**src/rtl/fetch_pc_ctrl_if.sv**
```systemverilog
// Fetch-side bus between the pipeline/instruction memory and fetch_pc_ctrl.
// The master is the pipeline side (stall/redirect producer, fetch consumer);
// the slave is the PC controller itself.
interface fetch_pc_ctrl_if;
  logic        stall;
  logic        redirect_valid;
  logic [31:0] redirect_target;
  logic [31:0] imem_addr;
  logic        imem_en;
  logic        imem_nop;
  logic [31:0] if_pc;
  logic        if_valid;
  logic        misalign_err;
  logic        addr_wrap;
  logic [31:0] fetch_count;

  modport master (
    output stall, redirect_valid, redirect_target,
    input  imem_addr, imem_en, imem_nop, if_pc, if_valid,
    input  misalign_err, addr_wrap, fetch_count
  );

  modport slave (
    input  stall, redirect_valid, redirect_target,
    output imem_addr, imem_en, imem_nop, if_pc, if_valid,
    output misalign_err, addr_wrap, fetch_count
  );
endinterface

```
**src/rtl/fetch_pc_ctrl.sv**
```systemverilog
// Program-counter / fetch controller in front of a 1-cycle-latency
// instruction memory: boot cycle, stalls, redirects with bubble countdown,
// address wrap, and tracking of which PC the memory is currently presenting.
module fetch_pc_ctrl #(
  parameter logic [31:0] RESET_PC      = 32'h0000_0000,
  parameter int unsigned IMEM_WORDS    = 2048,
  parameter int unsigned FLUSH_BUBBLES = 1
) (
  input  logic            clk,
  input  logic            rst,
  fetch_pc_ctrl_if.slave  bus
);

  localparam logic [32:0] ADDR_SPACE = 33'(IMEM_WORDS) << 2;
  localparam logic [31:0] PC_MASK    = 32'(ADDR_SPACE - 33'd1) & ~32'h3;
  localparam logic [2:0]  CNT_RELOAD = (FLUSH_BUBBLES == 0) ? 3'd0
                                                            : 3'(FLUSH_BUBBLES - 1);

  typedef enum logic [1:0] {
    BOOT  = 2'd0,
    RUN   = 2'd1,
    FLUSH = 2'd2
  } state_t;

  state_t      state, state_nxt;
  logic [2:0]  cnt, cnt_nxt;
  logic [31:0] pc, pc_nxt;
  logic        misalign_nxt, wrap_nxt;
  logic [32:0] pc_inc;

  // Memory controls are combinational so a redirect or stall takes effect
  // in the same cycle it is raised; the address only moves on edges.
  assign bus.imem_addr = pc;
  assign bus.imem_nop  = (state == BOOT) | (state == FLUSH) | bus.redirect_valid;
  assign bus.imem_en   = (state == RUN) & ~bus.stall & ~bus.redirect_valid;
  assign pc_inc        = {1'b0, pc} + 33'd4;

  // Next-state, next-PC and pulse decode; redirect beats stall beats advance.
  always_comb begin
    // NOTE: every variable gets a default before the case so no path leaves
    // it unassigned, which would otherwise infer a latch.
    state_nxt    = state;
    cnt_nxt      = cnt;
    pc_nxt       = pc;
    misalign_nxt = 1'b0;
    wrap_nxt     = 1'b0;
    case (state)
      BOOT: state_nxt = RUN;
      RUN, FLUSH: begin
        if (bus.redirect_valid) begin
          pc_nxt       = bus.redirect_target & PC_MASK;
          misalign_nxt = |bus.redirect_target[1:0];
          wrap_nxt     = {1'b0, bus.redirect_target} >= ADDR_SPACE;
          cnt_nxt      = CNT_RELOAD;
          state_nxt    = (FLUSH_BUBBLES == 0) ? RUN : FLUSH;
        end else if (state == FLUSH) begin
          if (cnt == 3'd0) state_nxt = RUN;
          else             cnt_nxt   = cnt - 3'd1;
        end else if (bus.imem_en) begin
          pc_nxt   = pc_inc[31:0] & PC_MASK;
          wrap_nxt = pc_inc >= ADDR_SPACE;
        end
      end
      default: state_nxt = BOOT;
    endcase
  end

  // State, PC, bubble counter and the registered error/wrap pulses.
  always_ff @(posedge clk) begin
    // NOTE: sequential state uses non-blocking assignments so every register
    // samples pre-edge values regardless of statement order.
    if (rst) begin
      state            <= BOOT;
      cnt              <= 3'd0;
      pc               <= RESET_PC;
      bus.misalign_err <= 1'b0;
      bus.addr_wrap    <= 1'b0;
    end else begin
      state            <= state_nxt;
      cnt              <= cnt_nxt;
      pc               <= pc_nxt;
      bus.misalign_err <= misalign_nxt;
      bus.addr_wrap    <= wrap_nxt;
    end
  end

  // Fetch tracking: record the PC the memory will present next cycle.
  always_ff @(posedge clk) begin
    if (rst) begin
      bus.if_pc       <= RESET_PC;
      bus.if_valid    <= 1'b0;
      bus.fetch_count <= 32'd0;
    end else if (bus.imem_en) begin
      bus.if_pc       <= pc;
      bus.if_valid    <= 1'b1;
      bus.fetch_count <= bus.fetch_count + 32'd1;
    end else if (bus.imem_nop) begin
      bus.if_valid    <= 1'b0;
    end
  end

endmodule
```
**src/flat_wrapper.sv**
```systemverilog
// flat-port wrapper written by rule: the top's interface ports become plain ports
module fetch_pc_ctrl_flat 
#(
  parameter logic [31:0] RESET_PC      = 32'h0000_0000,
  parameter int unsigned IMEM_WORDS    = 2048,
  parameter int unsigned FLUSH_BUBBLES = 1
)
  (clk, rst, bus_stall, bus_redirect_valid, bus_redirect_target, bus_imem_addr, bus_imem_en, bus_imem_nop, bus_if_pc, bus_if_valid, bus_misalign_err, bus_addr_wrap, bus_fetch_count);
  fetch_pc_ctrl_if bus_i ();
  input  logic clk;
  input  logic rst;
  input wire logic [$bits(bus_i.stall)-1:0] bus_stall;
  input wire logic [$bits(bus_i.redirect_valid)-1:0] bus_redirect_valid;
  input wire logic [$bits(bus_i.redirect_target)-1:0] bus_redirect_target;
  output wire logic [$bits(bus_i.imem_addr)-1:0] bus_imem_addr;
  output wire logic [$bits(bus_i.imem_en)-1:0] bus_imem_en;
  output wire logic [$bits(bus_i.imem_nop)-1:0] bus_imem_nop;
  output wire logic [$bits(bus_i.if_pc)-1:0] bus_if_pc;
  output wire logic [$bits(bus_i.if_valid)-1:0] bus_if_valid;
  output wire logic [$bits(bus_i.misalign_err)-1:0] bus_misalign_err;
  output wire logic [$bits(bus_i.addr_wrap)-1:0] bus_addr_wrap;
  output wire logic [$bits(bus_i.fetch_count)-1:0] bus_fetch_count;
  assign bus_i.stall = bus_stall;
  assign bus_i.redirect_valid = bus_redirect_valid;
  assign bus_i.redirect_target = bus_redirect_target;
  assign bus_imem_addr = bus_i.imem_addr;
  assign bus_imem_en = bus_i.imem_en;
  assign bus_imem_nop = bus_i.imem_nop;
  assign bus_if_pc = bus_i.if_pc;
  assign bus_if_valid = bus_i.if_valid;
  assign bus_misalign_err = bus_i.misalign_err;
  assign bus_addr_wrap = bus_i.addr_wrap;
  assign bus_fetch_count = bus_i.fetch_count;
  fetch_pc_ctrl #(.RESET_PC(RESET_PC), .IMEM_WORDS(IMEM_WORDS), .FLUSH_BUBBLES(FLUSH_BUBBLES)) u_core (.clk(clk), .rst(rst), .bus(bus_i));
endmodule
```
**config.mk**
```make
export PLATFORM = sky130hd
export DESIGN_NAME = fetch_pc_ctrl_flat
export DESIGN_NICKNAME = d
export VERILOG_FILES = /design/src/rtl/fetch_pc_ctrl_if.sv /design/src/rtl/fetch_pc_ctrl.sv /design/src/flat_wrapper.sv
export SDC_FILE = /design/constraint.sdc
export NUM_CORES = 1
export LEC_CHECK = 0
export BUFFER_PORTS_ARGS = -buffer_cell sky130_fd_sc_hd__buf_4
export CAP_MARGIN = 20
export CORE_MARGIN = 3
export CORE_UTILIZATION = 24
export CTS_BUF_LIST = sky130_fd_sc_hd__clkbuf_16
export DETAILED_ROUTE_END_ITERATION = 8
export PLACE_DENSITY_LB_ADDON = 0.3
export RECOVER_POWER = 50
export SYNTH_ARGS = -nofsm -noshare
export SYNTH_HDL_FRONTEND = slang
export SYNTH_SLANG_ARGS = --single-unit
```
**constraint.sdc**
```tcl
create_clock -name clk -period 2.8 [get_ports clk]
set_input_delay 0.42 -clock clk [delete_from_list [all_inputs] [get_ports clk]]
set_output_delay 0.42 -clock clk [all_outputs]
set_load 0.03 [all_outputs]
```
==> qor.yml <==
hpwl_um: 6799
antenna_cells: 0
netlist_area_um2: 3387
maxCapViolCount: 0
die_area_um2: 15570
synth_commonest_cells: "dfxtp_1 (62), a21oi_1 (47), buf_4 (42), nand2_1 (42), nor2_1 (23)"
path_cells: "inv_1 > ha_1 > or3b_2 > clkinv_1 > buf_4"
rsz0062_at_grt: "false"
synthDistinctLibCells: 49
place_congestion: 0.7697
max-vdd-ir-drop_v: 0.0002328
htree_levels: 3
required_ns: 2.38
max_stage_delay_ns: 0.61
yosysWarningCount: 0
grt_first_pass_wirelength_um: 14460
slew_violations: 0
grt_usage_pct: 11.25
synth_top_area_share_pct: 36.65
ant_nets: 0
place_area_um2: 4086
overflow: 0
num_rows: 42
dr.pass1.iters: 4
fin_crit_sh_pct: 85.88
postRouteWirelength_um: 9265
areaGrowthSynthToFinish_pct: 22.24
wl_per_cell_um: 13.55
hp-class: "in -> reg"
clock_skew_ns: 0.009207
start_util_pct: 25.08
cts_tree: "done"
post_cts.repair.setup_buffers: 0
synth_flop_cell: "dfxtp_1"
clkTransAtPathRegs_ns: 0.05
synth_edf_count: 0
die_w_um: 124.8
fillers: 1479
drtIter0Drc: 144
postLayoutCellArea_um2: 4140
cts-buffers-inserted: 9
dr_total_vias: 3174
ctsResizeCount: 0
yosysSeqAreaShare_pct: 36.65
finalHoldViolCount: 0
drive_gt1_share_pct: 11.61
synthArstFlopShare_pct: 0
tightest_slew_ns: 0.7628
tns_ns: 0
drc: 0
grt_max_degree: 49
relSlewSlack_pct: 49.15
yosysMostFrequentCell: "dfxtp_1"
period_needed_ns: 2.405
ios: 137
clk_path_buf_depth: 2
io_buffer_count: 94
max_freq_ghz: 0.4159
antenna_found_initial: 0
status: "finished clean"
syn-instance-count: 422
timing.hold.ws_ns: 0.3155
nNetsFinal: 549
crit_type: "reg -> out"
avgSynthCellArea_um2: 8.026
power_density_nw_per_um2: 596.3
hold_buffers: 0
p_leak_nw: 1.477
synth_top_area_cell: "dfxtp_1"
setup_viol: 0
cp_slowest_cell: "or3b_2"
ys_seq_elements: 62
grt_pass1_vias: 2778
insertion_delay_ns: 0.33
fp.dieH_um: 124.8
core_um2: 13510
critPathLaunchType: "flop"
arrival_ns: 1.98
cts.sink_count: 62
crit_path_end_kind: "output pin"
via_per_inst: 4.640
cts_root_buffer: "clkbuf_16"
cp_max_fo: 13
synth.area.top_cells: "dfxtp_1 (37%), buf_4 (9.3%), a21oi_1 (6.9%), nand2_1 (4.7%), o31ai_1 (3.8%)"
[routing by layer]
metal / track usage, % / vias up / wire length, um
met5: 0 / - / 0
met4: 3.740 / 0 / 127
met3: 2.744 / 8 / 471
met2: 18.23 / 89 / 4398
met1: 14.65 / 1474 / 4268
li1: - / 1603 / -
[cells in the final DEF (no fill, tap or decap), types with 2 or more instances in the layout]
cell type	netlist	final
nor3b_1	3	3
nor2b_1	5	5
xor2_1	2	2
nand4_1	9	9
nor3_1	6	6
dfxtp_1	62	62
conb_1	1	42
clkbuf_1	17	58
and4_1	5	5
o31ai_1	17	17
clkbuf_16	0	9
or3_1	9	9
or4_1	15	15
ha_1	8	8
a21oi_1	47	47
o21ai_0	13	13
nor4_1	7	7
nand3_1	17	17
mux2i_1	2	2
a211oi_1	4	4
nand2_1	42	42
nor2_1	23	23
a21o_1	2	2
nand3b_1	2	2
xnor2_1	6	6
buf_4	42	41
nand2b_1	5	5
inv_1	14	17
o211a_1	2	2
a31oi_1	5	5
mux2_2	4	4
[critical path, delay by kind of cell (launching register included)]
kind          cells  cell delay (ns)
flops             1             0.33
fa+ha+maj         1             0.18
simple gates      1             0.61
buf+inv           3             0.52
[area by class of cell]
class | instances | area [um^2] | share of cell area (%)
Multi-Input combinational cell | 318 | 1826 | 44.09
Timing Repair Buffer | 99 | 525.5 | 12.69
Inverter | 15 | 56.30 | 1.360
Sequential cell | 62 | 1241 | 29.98
Clock buffer | 9 | 225.2 | 5.440
Tap cell | 176 | 220.2 | 5.319
Clock inverter | 5 | 46.29 | 1.118
[sequential cells by signal, indices dropped and copies added, names as in the netlist]
register and flops:
u_core.bus.addr_wrap 1, u_core.bus.fetch_count 32, u_core.bus.if_pc 11, u_core.bus.if_valid 1
u_core.bus.imem_addr 11, u_core.bus.misalign_err 1, u_core.cnt 3, u_core.state 2
[path summary, 6_finish.rpt]
path	start	endpoint	slack, ns	depth (start not counted)
worst min register to register	u_core.bus.if_pc[9]	u_core.bus.if_pc[9]	0.45	2
worst min-delay path	bus_redirect_target[1]	u_core.bus.misalign_err	0.32	2
worst max-delay path	u_core.state[1]	bus_imem_en	0.40	5
worst max register to register	u_core.state[1]	u_core.bus.fetch_count[22]	0.52	6
[stage by stage]
step	setup slack (ns)	power, mW	instances	utilization, %
3_3_place_gp	0.4975	1.470	670	30.26
3_5_place_dp	0.4616	1.477	670	30.26
2_1_floorplan	0.4948	1.358	463	-
5_1_grt	0.1877	2.582	684	30.66
6_report	0.3955	2.469	684	30.66
4_1_cts	0.3561	2.523	684	32.27
[report_power, final]
part / internal (mW) / switching [mW] / total, mW / leakage [nW]
Sequential: 0.922 / 0.0565 / 0.979 / 0.501
Combinational: 0.132 / 0.321 / 0.452 / 0.831
Clock: 0.666 / 0.372 / 1.04 / 0.145
[logic make-up after synthesis]
| group | Yosys count | share of synthesized area (%) |
|---|---|---|
| adders and majority gates | 8 | 2.955 |
| other | 1 | 0.1107 |
| AOI/OAI and AO/OA | 100 | 17.95 |
| muxes | 6 | 1.921 |
| DFF | 62 | 36.65 |
| buffers and inverters | 83 | 14.00 |
| and+or+nand+nor | 154 | 24.34 |
| xor gates and xnor gates | 8 | 2.069 |
Note: power is estimated with default switching activity, not from simulation.
